<file path="src/rtl/note_tracker_pkg.sv">
// ============================================================================
// note_tracker_pkg : shared types and the semitone-boundary table
// Revision: 1.0
// ============================================================================
`default_nettype none

package note_tracker_pkg;

    localparam int DEFAULT_NOTE_BASE  = 28;
    localparam int DEFAULT_NOTES_LOG2 = 6;
    localparam int BOUNDARY_ENTRIES   = 65;

    typedef enum logic [3:0] {
        IDLE   = 4'd0,
        LO_RD  = 4'd1,
        LO_CMP = 4'd2,
        HI_RD  = 4'd3,
        HI_CMP = 4'd4,
        SR_RD  = 4'd5,
        SR_CMP = 4'd6,
        UPD    = 4'd7,
        OOR    = 4'd8
    } tracker_state_t;

    // Lower edge of MIDI note (28+k): round(440*2^((28+k-69.5)/12)) Hz.
    localparam logic signed [15:0] BOUNDARY_TABLE [BOUNDARY_ENTRIES] = '{
        16'sd40,   16'sd42,   16'sd45,   16'sd48,   16'sd50,   16'sd53,
        16'sd57,   16'sd60,   16'sd64,   16'sd67,   16'sd71,   16'sd76,
        16'sd80,   16'sd85,   16'sd90,   16'sd95,   16'sd101,  16'sd107,
        16'sd113,  16'sd120,  16'sd127,  16'sd135,  16'sd143,  16'sd151,
        16'sd160,  16'sd170,  16'sd180,  16'sd190,  16'sd202,  16'sd214,
        16'sd226,  16'sd240,  16'sd254,  16'sd269,  16'sd285,  16'sd302,
        16'sd320,  16'sd339,  16'sd359,  16'sd381,  16'sd403,  16'sd427,
        16'sd453,  16'sd480,  16'sd508,  16'sd539,  16'sd571,  16'sd605,
        16'sd640,  16'sd679,  16'sd719,  16'sd762,  16'sd807,  16'sd855,
        16'sd906,  16'sd960,  16'sd1017, 16'sd1077, 16'sd1141, 16'sd1209,
        16'sd1281, 16'sd1357, 16'sd1438, 16'sd1523, 16'sd1614
    };

endpackage

`default_nettype wire

</file>
<file path="src/rtl/note_boundary_rom.sv">
// ============================================================================
// note_boundary_rom : registered-read boundary table, sign-extended to WIDTH
// Revision: 1.0
// ============================================================================
`default_nettype none

module note_boundary_rom
    import note_tracker_pkg::*;
#(
    parameter int WIDTH = 32
) (
    input  logic                    clk,
    input  logic [6:0]              addr,
    output logic signed [WIDTH-1:0] data
);

    always_ff @(posedge clk) begin
        if (addr < 7'(BOUNDARY_ENTRIES)) begin
            data <= WIDTH'(BOUNDARY_TABLE[addr]);
        end else begin
            data <= '0;
        end
    end

endmodule

`default_nettype wire

</file>
<file path="src/rtl/note_tracker.sv">
// ============================================================================
// note_tracker : frequency -> MIDI note via binary search, with debounce
// Revision: 1.0
// ============================================================================
`default_nettype none

module note_tracker
    import note_tracker_pkg::*;
#(
    parameter int WIDTH         = 32,
    parameter int NOTE_BASE     = DEFAULT_NOTE_BASE,
    parameter int NOTES_LOG2    = DEFAULT_NOTES_LOG2,
    parameter int STABLE_COUNT  = 3,
    parameter int SILENCE_COUNT = 4
) (
    input  logic                    clk_in,
    input  logic                    rst_in,
    input  logic signed [WIDTH-1:0] f_in,
    input  logic                    f_in_valid,
    output logic [6:0]              note_out,
    output logic                    note_valid,
    output logic                    note_active,
    output logic                    busy,
    output logic [7:0]              dropped_count
);

    localparam int IDX_W = NOTES_LOG2 + 1;
    localparam int SPAN  = 1 << NOTES_LOG2;
    localparam int CNT_W = $clog2(STABLE_COUNT + 1);
    localparam int SIL_W = $clog2(SILENCE_COUNT + 1);

    localparam logic [IDX_W-1:0] SPAN_IDX    = IDX_W'(SPAN);
    localparam logic [CNT_W-1:0] STABLE_MAX  = CNT_W'(STABLE_COUNT);
    localparam logic [SIL_W-1:0] SILENCE_MAX = SIL_W'(SILENCE_COUNT);

    tracker_state_t          state;
    tracker_state_t          state_next;
    logic signed [WIDTH-1:0] freq;
    logic signed [WIDTH-1:0] rom_data;
    logic [6:0]              rom_addr;
    logic [IDX_W-1:0]        lo;
    logic [IDX_W-1:0]        hi;
    logic [IDX_W-1:0]        mid;
    logic [IDX_W-1:0]        mid_calc;
    logic [IDX_W-1:0]        lo_next;
    logic [IDX_W-1:0]        hi_next;
    logic                    f_ge_bound;
    logic [NOTES_LOG2-1:0]   raw;
    logic [NOTES_LOG2-1:0]   cand;
    logic [CNT_W-1:0]        stable_cnt;
    logic [CNT_W-1:0]        stable_next;
    logic [SIL_W-1:0]        silence_cnt;
    logic [SIL_W-1:0]        silence_next;
    logic [6:0]              note_new;
    logic                    publish;

    note_boundary_rom #(
        .WIDTH (WIDTH)
    ) u_rom (
        .clk  (clk_in),
        .addr (rom_addr),
        .data (rom_data)
    );

    // ------------------------------------------------------------------
    // FSM state register
    // ------------------------------------------------------------------
    always_ff @(posedge clk_in or posedge rst_in) begin
        if (rst_in) begin
            state <= IDLE;
        end else begin
            state <= state_next;
        end
    end

    // ------------------------------------------------------------------
    // Search and filter arithmetic
    // ------------------------------------------------------------------
    always_comb begin
        mid_calc   = IDX_W'(({1'b0, lo} + {1'b0, hi}) >> 1);
        f_ge_bound = (freq >= rom_data);
        lo_next    = f_ge_bound ? mid : lo;
        hi_next    = f_ge_bound ? hi  : mid;
        raw        = lo[NOTES_LOG2-1:0];
        if (raw == cand) begin
            stable_next = (stable_cnt < STABLE_MAX) ? stable_cnt + 1'b1 : stable_cnt;
        end else begin
            stable_next = CNT_W'(1);
        end
        note_new     = 7'(NOTE_BASE + int'(raw));
        publish      = (stable_next == STABLE_MAX) && ((note_new != note_out) || !note_active);
        silence_next = (silence_cnt < SILENCE_MAX) ? silence_cnt + 1'b1 : silence_cnt;
    end

    // ------------------------------------------------------------------
    // FSM next-state logic
    // ------------------------------------------------------------------
    always_comb begin
        state_next = state;
        case (state)
            IDLE:    if (f_in_valid) state_next = LO_RD;
            LO_RD:   state_next = LO_CMP;
            LO_CMP:  state_next = f_ge_bound ? HI_RD : OOR;
            HI_RD:   state_next = HI_CMP;
            HI_CMP:  state_next = f_ge_bound ? OOR : SR_RD;
            SR_RD:   state_next = SR_CMP;
            SR_CMP:  state_next = ((hi_next - lo_next) > IDX_W'(1)) ? SR_RD : UPD;
            UPD:     state_next = IDLE;
            OOR:     state_next = IDLE;
            default: state_next = IDLE;
        endcase
    end

    // ------------------------------------------------------------------
    // FSM outputs: busy flag and ROM address for the coming compare
    // ------------------------------------------------------------------
    always_comb begin
        busy     = (state != IDLE);
        rom_addr = 7'd0;
        case (state)
            HI_RD:   rom_addr = 7'(SPAN);
            SR_RD:   rom_addr = 7'(mid_calc);
            default: rom_addr = 7'd0;
        endcase
    end

    // ------------------------------------------------------------------
    // Datapath, stability filter and silence tracking
    // ------------------------------------------------------------------
    always_ff @(posedge clk_in or posedge rst_in) begin
        if (rst_in) begin
            freq          <= '0;
            lo            <= '0;
            hi            <= '0;
            mid           <= '0;
            cand          <= '0;
            stable_cnt    <= '0;
            silence_cnt   <= '0;
            note_out      <= '0;
            note_valid    <= 1'b0;
            note_active   <= 1'b0;
            dropped_count <= '0;
        end else begin
            note_valid <= 1'b0;

            if ((state == IDLE) && f_in_valid) begin
                freq <= f_in;
            end

            // No backpressure: a strobe arriving mid-search is lost and counted.
            if ((state != IDLE) && f_in_valid && (dropped_count != 8'hFF)) begin
                dropped_count <= dropped_count + 8'd1;
            end

            case (state)
                HI_CMP: begin
                    lo <= '0;
                    hi <= SPAN_IDX;
                end
                SR_RD: begin
                    mid <= mid_calc;
                end
                SR_CMP: begin
                    lo <= lo_next;
                    hi <= hi_next;
                end
                UPD: begin
                    cand        <= raw;
                    stable_cnt  <= stable_next;
                    silence_cnt <= '0;
                    if (publish) begin
                        note_out    <= note_new;
                        note_valid  <= 1'b1;
                        note_active <= 1'b1;
                    end
                end
                OOR: begin
                    stable_cnt  <= '0;
                    silence_cnt <= silence_next;
                    if (silence_next == SILENCE_MAX) begin
                        note_active <= 1'b0;
                    end
                end
                default: ;
            endcase
        end
    end

endmodule

`default_nettype wire

</file>
<file path="config.mk">
export PLATFORM = sky130hd
export DESIGN_NAME = note_tracker
export DESIGN_NICKNAME = d
export VERILOG_FILES = /design/src/rtl/note_tracker_pkg.sv /design/src/rtl/note_boundary_rom.sv /design/src/rtl/note_tracker.sv
export SDC_FILE = /design/constraint.sdc
export NUM_CORES = 1
export LEC_CHECK = 0
export BUFFER_PORTS_ARGS = -buffer_cell sky130_fd_sc_hd__buf_2
export CAP_MARGIN = 20
export CORE_UTILIZATION = 31
export DETAILED_ROUTE_END_ITERATION = 16
export PLACE_DENSITY = 0.45
export SLEW_MARGIN = 5
export SYNTH_ARGS = -nofsm -noshare
export SYNTH_HDL_FRONTEND = slang
export SYNTH_HIERARCHICAL = 1
export SYNTH_SLANG_ARGS = --single-unit
</file>
<file path="constraint.sdc">
create_clock -name clk_in -period 4.8 [get_ports clk_in]
set_clock_uncertainty 0.05 [all_clocks]
set_input_delay 1.2 -clock clk_in [delete_from_list [all_inputs] [get_ports clk_in]]
set_output_delay 1.2 -clock clk_in [all_outputs]
set_load 0.05 [all_outputs]
</file>
==> qor.txt, run 1 <==
H-tree depth reported by CTS - 3
Floorplan die area - 21900 µm²
Number of warnings printed during yosys synthesis - 6
Final hold violations - 0
Aggregate global-route resource usage - 0.152
Per-cell routed wire length - 15.4 µm
Async SR Flop Fraction - 0.885
Unrepaired setup endpoints after global routing - no
Fin Setup TNS - 0 ns
Max-Slew Margin vs Limit - 0.389
Placement-stage cell area - 7040 µm²
Root buffer cell - sky130_fd_sc_hd__clkbuf_16
# setup viols final - 0
Core area - 21000 µm²
Drt first-iter violations - 281
CTS tree - yes
Cells traversed along the worst timing path - ha_1 > a211oi_1 > o211ai_1 > a221oi_2 > mux2i_1 > and3_1 > mux2i_1 > ha_1 > inv_1 > fa_1 > and4_1 > a41oi_2 > o2111ai_1 > o32ai_1 > xnor2_1 > a41o_1
Vias in the first global route - 5129
Overall via count from detail_route - 5182
Pleak - 3.24 nW
Starting density of the core - 0.315
Remaining design rule violation count - 0
Worst setup slack after placement - 0.499 ns
Initial antenna violation count - 0
Final net count - 843
Mean post-synth cell area - 9.24 µm²
Areal power density over the cells - 589 nW/µm²
Achievable frequency - 0.230 GHz
FF-to-FF setup slack - 0.45 ns
Detailed placement HPWL - 11800 µm
IO Count - 53
Pin count of the biggest net entering global routing - 38
Routed wire length - 15900 µm
Max-cap violation count - 0
Clock Latency Late Sink - 0.34 ns
Post-layout minimum cycle time - 4.35 ns
Clock net sink count - 96
Critical Setup Path Class - flip-flop to flip-flop
Global-route wire length before repair - 26500 µm
Commonest cells after routing, fill and taps aside - sky130_fd_sc_hd__dfrtp_1, sky130_fd_sc_hd__nand2_1, sky130_fd_sc_hd__ha_1, sky130_fd_sc_hd__buf_2, sky130_fd_sc_hd__inv_1
Die outline height - 148 µm
Setup bufs post-CTS - 0
Inserted Diodes - 0
Maximum single-stage delay on the critical path - 0.43 ns
Syn Inst Count - 715
Max Buffers Root-to-Sink - 2
Setup WS post-layout - 0.449 ns
Element type at the critical path start - flip-flop
Synthesized cell area - 6610 µm²
Part of the Yosys area used for sequential elements - 0.355
Critical path fanouts, max - 4
Synth Register Bits - 96
IO Port Bufs - 52
FP Rows - 53
Design Power - 4.32 mW
Die width - 148 µm
Post-CTS Hold Fix Bufs - 0
Post-cts repair resize count - 0
Via/cell ratio - 5.01
Layout Area Growth over Synthesis - 10.8%
Post-route design area - 7320 µm²
Proportion of layout cells with a drive suffix above 1 - 0.190
Critical path's slowest cell - sky130_fd_sc_hd__fa_1
Total global routing overflow - 0
Number of buffers created by CTS - 9
Outcome - finished, final reports clean
Crit path capture type - flip-flop
Actual transition at the worst max-transition pin - 0.915 ns
Clock slew seen by the registers of the worst setup and hold paths - 0.07 ns
Req. time, crit path - 4.98 ns
Pins Over Slew Limit - 0
Fillers - 2157
Part of the cycle the worst path needs - 0.906
Most common library cell in the layout ignoring fill and taps - sky130_fd_sc_hd__dfrtp_1
Netlist cell types - 75
Dominant synthesized flop cell - sky130_fd_sc_hd__dfrtp_1
Path category of the worst min-delay check - flip-flop to flip-flop
Number of nets still failing antenna checks after routing - 0
Worst IR drop on VDD - 0.000268 V
Final weighted congestion of routability-driven global placement - 0.834
Count of flip-flops with a built-in enable after synthesis - 0
First-pass DRT Iterations - 5
Arrival time of data at the critical path endpoint - 4.53 ns
==> per-layer routing <==
| metal | routed length (µm) | vias to the layer above | GRT usage | share of wire |
|---|---|---|---|---|
| met5 | 0 | - | 0 | 0 |
| met4 | 145 | 0 | 0.0479 | 0.0091 |
| met3 | 707 | 11 | 0.0265 | 0.044 |
| met2 | 7250 | 131 | 0.240 | 0.46 |
| met1 | 7800 | 2475 | 0.210 | 0.49 |
| li1 | - | 2565 | - | - |
==> worst max-delay path: cells and delay by family, from the launching register on <==
kind	cells	cell delay (ns)
flops	1	0.35
compound gates	7	1.67
buf+inv	1	0.07
fa+ha+maj	3	0.90
xor+xnor	1	0.10
simple gates	2	0.53
mux	2	0.57
==> registers in the layout (all words and copies together), names as in the netlist <==
signal / flops
cand: 6
dropped_count: 8
freq: 32
hi: 7
lo: 7
mid: 7
note_active: 1
note_out: 7
note_valid: 1
silence_cnt: 3
stable_cnt: 2
state: 4
u_rom/data: 11
==> final cells by class <==
cell class,instances,area [µm²],share of cell area
Multi-Input combinational cell,531,3800,0.519
Tap cell,275,344,0.0470
Clock inverter,2,16.3,0.00222
Clock buffer,14,264,0.0360
Timing Repair Buffer,66,365,0.0499
Inverter,50,189,0.0258
Sequential cell,96,2350,0.320
==> worst paths after layout <==
check                                   endpoint              from  cells past startpoint
worst max-delay path                    state[1]          freq[29]                     16
worst min-delay path            dropped_count[6]  dropped_count[6]                      1
worst max register to register          state[1]          freq[29]                     16
worst min register to register  dropped_count[6]  dropped_count[6]                      1
max in group asynchronous                 mid[0]            rst_in                      3
min in group asynchronous                cand[4]            rst_in                      2
==> synthesized netlist by cell type (all sizes together) (7+ instances only) <==
library cell,n,area [µm²]
nor2,37,141
mux2,43,484
inv,50,188
o211ai,10,75.1
o21ai,35,175
a21o,10,75.1
clkbuf,21,80.1
mux2i,12,120
a31oi,9,56.3
dfxtp,11,220
buf,37,284
xor2,7,61.3
xnor2,23,209
nand2,77,289
dfrtp,85,2130
nor3,13,65.1
nand4,10,62.6
a21oi,41,209
ha,52,651
nand3,12,65.1
nand2b,17,106
==> kinds of logic (layout without fill, tap and decap cells) <==
logic type | after synthesis | in the layout | synth area share
compound gates | 167 | 167 | 0.172
fa+ha+maj | 54 | 54 | 0.104
mux | 55 | 55 | 0.0914
xor+xnor | 30 | 30 | 0.0409
flops | 96 | 96 | 0.355
simple gates | 204 | 204 | 0.152
other cells | 1 | 21 | 0.000567
buf+inv | 108 | 132 | 0.0835
==> power by group <==
part           leakage [nW]  total, mW  internal, mW  switching (mW)
Clock                 0.133      0.693         0.382           0.311
Sequential             1.17       1.43          1.11           0.315
Combinational          1.93       2.20          1.00            1.19
Total                  3.24       4.32          2.50            1.82
==> per-stage QoR <==
stage	hold WS, ns	instances	utilization
5_1_grt	0.473	1034	0.350
4_1_cts	0.452	1034	0.350
3_5_place_dp	0.441	1018	0.336
3_3_place_gp	0.431	1018	0.336
6_report	0.452	1034	0.350
2_1_floorplan	0.413	735	-
No activity file was read; power rests on OpenSTA's default activity.
==> inputs of run 2 (changes only) <==
==> constraint.sdc (replaced) <==
create_clock -name clk_in -period 4.8 [get_ports clk_in]
set_clock_uncertainty 0.05 [all_clocks]
set_input_delay 0.24 -clock clk_in [delete_from_list [all_inputs] [get_ports clk_in]]
set_output_delay 0.24 -clock clk_in [all_outputs]
set_load 0.05 [all_outputs]
==> qor.txt, run 2 (synthesized netlist as in run 1, its figures left out) <==
Outcome - finished, final reports clean
# setup viols final - 0 (unchanged)
First-pass DRT Iterations - 5 (unchanged)
Storage cell area - 2350 µm² (unchanged)
Element type at the critical path start - flip-flop
Drt first-iter violations - 202 (-28%)
H-tree depth reported by CTS - 3 (unchanged)
Unrepaired setup endpoints after global routing - no
IO Port Bufs - 52 (unchanged)
Path depth of the worst reg2reg path - 16 (unchanged)
Clock Latency Late Sink - 0.35 ns (about the same)
Worst IR drop on VDD - 0.000288 V (+7.2%)
Areal power density over the cells - 592 nW/µm² (+0.41%)
Pin count of the biggest net entering global routing - 55 (+45%)
Max reg flops - 32 (unchanged)
Final net count - 842 (-0.12%)
Total global routing overflow - 0 (unchanged)
Post-layout minimum cycle time - 4.44 ns (+0.0931 ns)
Non-filler instance count after layout - 1033 (-0.097%)
Remaining design rule violation count - 0 (unchanged)
Fillers - 2187 (+1.4%)
Layout Area Growth over Synthesis - 11.7%
Vias in the first global route - 5107 (-0.43%)
Achievable frequency - 0.225 GHz (-2.1%)
Max Buffers Root-to-Sink - 2 (unchanged)
Core area - 21000 µm² (unchanged)
Clock net sink count - 96 (unchanged)
Number of nets still failing antenna checks after routing - 0 (unchanged)
Critical Setup Path Class - flip-flop to flip-flop
Detailed placement HPWL - 11400 µm (-3.2%)
Crit path capture type - flip-flop
Arrival time of data at the critical path endpoint - 4.63 ns (+0.10 ns)
Inserted Diodes - 0 (unchanged)
Overall via count from detail_route - 5145 (-0.71%)
Path category of the worst min-delay check - input pin to flip-flop
Area of combinational cells with multiple inputs - 3800 µm² (unchanged)
IO Count - 53 (unchanged)
Top Registers - freq: 32 flops, u_rom/data: 11 flops, dropped_count: 8 flops
Starting density of the core - 0.315 (unchanged)
Launch point of the worst hold path - f_in[25]
Clock slew seen by the registers of the worst setup and hold paths - 0.07 ns (about the same)
Cells after DPL - 1015 (-0.29%)
Via/cell ratio - 4.98 (-0.62%)
FF-to-FF End - state[1]
Actual transition at the worst max-transition pin - 0.948 ns (+0.0327 ns)
WHS Path Cells - 2 (+1)
Final hold violations - 0 (unchanged)
Aggregate global-route resource usage - 0.147 (-0.00478)
Root buffer cell - sky130_fd_sc_hd__clkbuf_16
Req. time, crit path - 4.99 ns (about the same)
Global-route wire length before repair - 25800 µm (-2.6%)
Final weighted congestion of routability-driven global placement - 0.837 (+0.35%)
Post-cts repair resize count - 0 (unchanged)
Max-cap violation count - 0 (unchanged)
Most common library cell in the layout ignoring fill and taps - sky130_fd_sc_hd__dfrtp_1
Max-Slew Margin vs Limit - 0.368 (-0.0218)
Register with the most flip-flops - freq
Per-cell routed wire length - 15.0 µm (-2.6%)
Initial antenna violation count - 0 (unchanged)
Fin Setup TNS - 0 ns (unchanged)
Pins Over Slew Limit - 0 (unchanged)
CTS tree - yes
Die width - 148 µm (unchanged)
Worst Hold Endpoint - freq[25]
Commonest cells after routing, fill and taps aside - sky130_fd_sc_hd__dfrtp_1, sky130_fd_sc_hd__nand2_1, sky130_fd_sc_hd__ha_1, sky130_fd_sc_hd__buf_2, sky130_fd_sc_hd__inv_1
FF-to-FF setup slack - 0.36 ns (-0.09 ns)
Critical path fanouts, max - 10 (+6)
FP Rows - 53 (unchanged)
Beginning of the worst register-to-register path - freq[1]
Pleak - 3.27 nW (+0.89%)
Floorplan die area - 21900 µm² (unchanged)
Number of buffers created by CTS - 9 (unchanged)
Part of the cycle the worst path needs - 0.926 (+0.0194)
Routed wire length - 15500 µm (-2.7%)
Die outline height - 148 µm (unchanged)
Proportion of layout cells with a drive suffix above 1 - 0.190 (+0.000250)
run 2: cell types whose count changed in the layout (fill, tap and decap cells not counted):
cell / before / now
sky130_fd_sc_hd__clkinv_4: 1 / 0
sky130_fd_sc_hd__dlygate4sd3_1: 0 / 1
sky130_fd_sc_hd__buf_4: 14 / 11
sky130_fd_sc_hd__buf_12: 0 / 1
sky130_fd_sc_hd__clkinv_2: 1 / 2
sky130_fd_sc_hd__clkbuf_1: 3 / 1
sky130_fd_sc_hd__clkbuf_8: 2 / 0
sky130_fd_sc_hd__clkinvlp_4: 1 / 0
sky130_fd_sc_hd__inv_6: 0 / 1
sky130_fd_sc_hd__clkbuf_16: 9 / 12
sky130_fd_sc_hd__inv_8: 0 / 1
run 2: critical path: stages, from the launching register on:
cell and delay (ns):
sky130_fd_sc_hd__dfrtp_1 0.39, sky130_fd_sc_hd__ha_1 0.31, sky130_fd_sc_hd__nor2b_1 0.14, sky130_fd_sc_hd__o211ai_1 0.20, sky130_fd_sc_hd__a2111oi_0 0.15, sky130_fd_sc_hd__o31ai_1 0.39
sky130_fd_sc_hd__and3_1 0.52, sky130_fd_sc_hd__mux2i_1 0.28, sky130_fd_sc_hd__ha_1 0.17, sky130_fd_sc_hd__inv_1 0.06, sky130_fd_sc_hd__fa_1 0.43, sky130_fd_sc_hd__and4_1 0.21
sky130_fd_sc_hd__a41oi_2 0.15, sky130_fd_sc_hd__o2111ai_1 0.18, sky130_fd_sc_hd__o32ai_1 0.37, sky130_fd_sc_hd__xnor2_1 0.11, sky130_fd_sc_hd__a41o_1 0.23
run 2: where the power goes:
group / internal [mW] / switching (mW) / leakage [nW]
clock network: 0.452 / 0.324 / 0.164
logic: 0.996 / 1.18 / 1.93
registers: 1.11 / 0.309 / 1.17
run 2: per-stage QoR:
stage | power (mW) | worst slack [ns] | utilization | instance area, µm² | hold slack, ns
3_5_place_dp | 3.61 | 0.356 | 0.335 | 7020 | 0.425
5_1_grt | 4.75 | 0.0387 | 0.352 | 7380 | 0.0660
3_3_place_gp | 3.57 | 0.508 | 0.335 | 7020 | 0.424
4_1_cts | 4.42 | 0.352 | 0.351 | 7350 | 0.0608
2_1_floorplan | 3.11 | 0.595 | - | 6690 | 0.341
6_report | 4.37 | 0.356 | 0.352 | 7380 | 0.0752
run 2: final cells by class:
| type | count | share of cell area |
|---|---|---|
| Clock buffer | 13 | 0.0412 |
| Clock inverter | 3 | 0.00339 |
| Multi-Input combinational cell | 531 | 0.515 |
| Tap cell | 275 | 0.0466 |
| Inverter | 50 | 0.0256 |
| Sequential cell | 96 | 0.318 |
| Timing Repair Buffer | 65 | 0.0505 |
run 2: how the worst max path moves through the flow:
| stage | slack, ns | startpoint | endpoint |
|---|---|---|---|
| after floorplan | 0.60 | freq[29] | state[1] |
| after global placement | 0.51 | freq[29] | state[1] |
| after detailed placement | 0.36 | freq[1] | state[1] |
| after CTS | 0.35 | freq[1] | state[1] |
| after global routing | 0.04 | freq[29] | state[1] |
| final | 0.36 | freq[1] | state[1] |
run 2: what timing repair did:
action / 4_1_cts / 5_1_grt
hold endpoints to repair: 0 / 21
setup endpoints to repair: 0 / 0
setup buffers: 0 / 0
hold buffers: 0 / 1
run 2: routing by layer:
layer	track usage	wire (µm)
met1	0.200	7640
met2	0.235	6890
met3	0.0284	733
met4	0.0443	210
met5	0	0
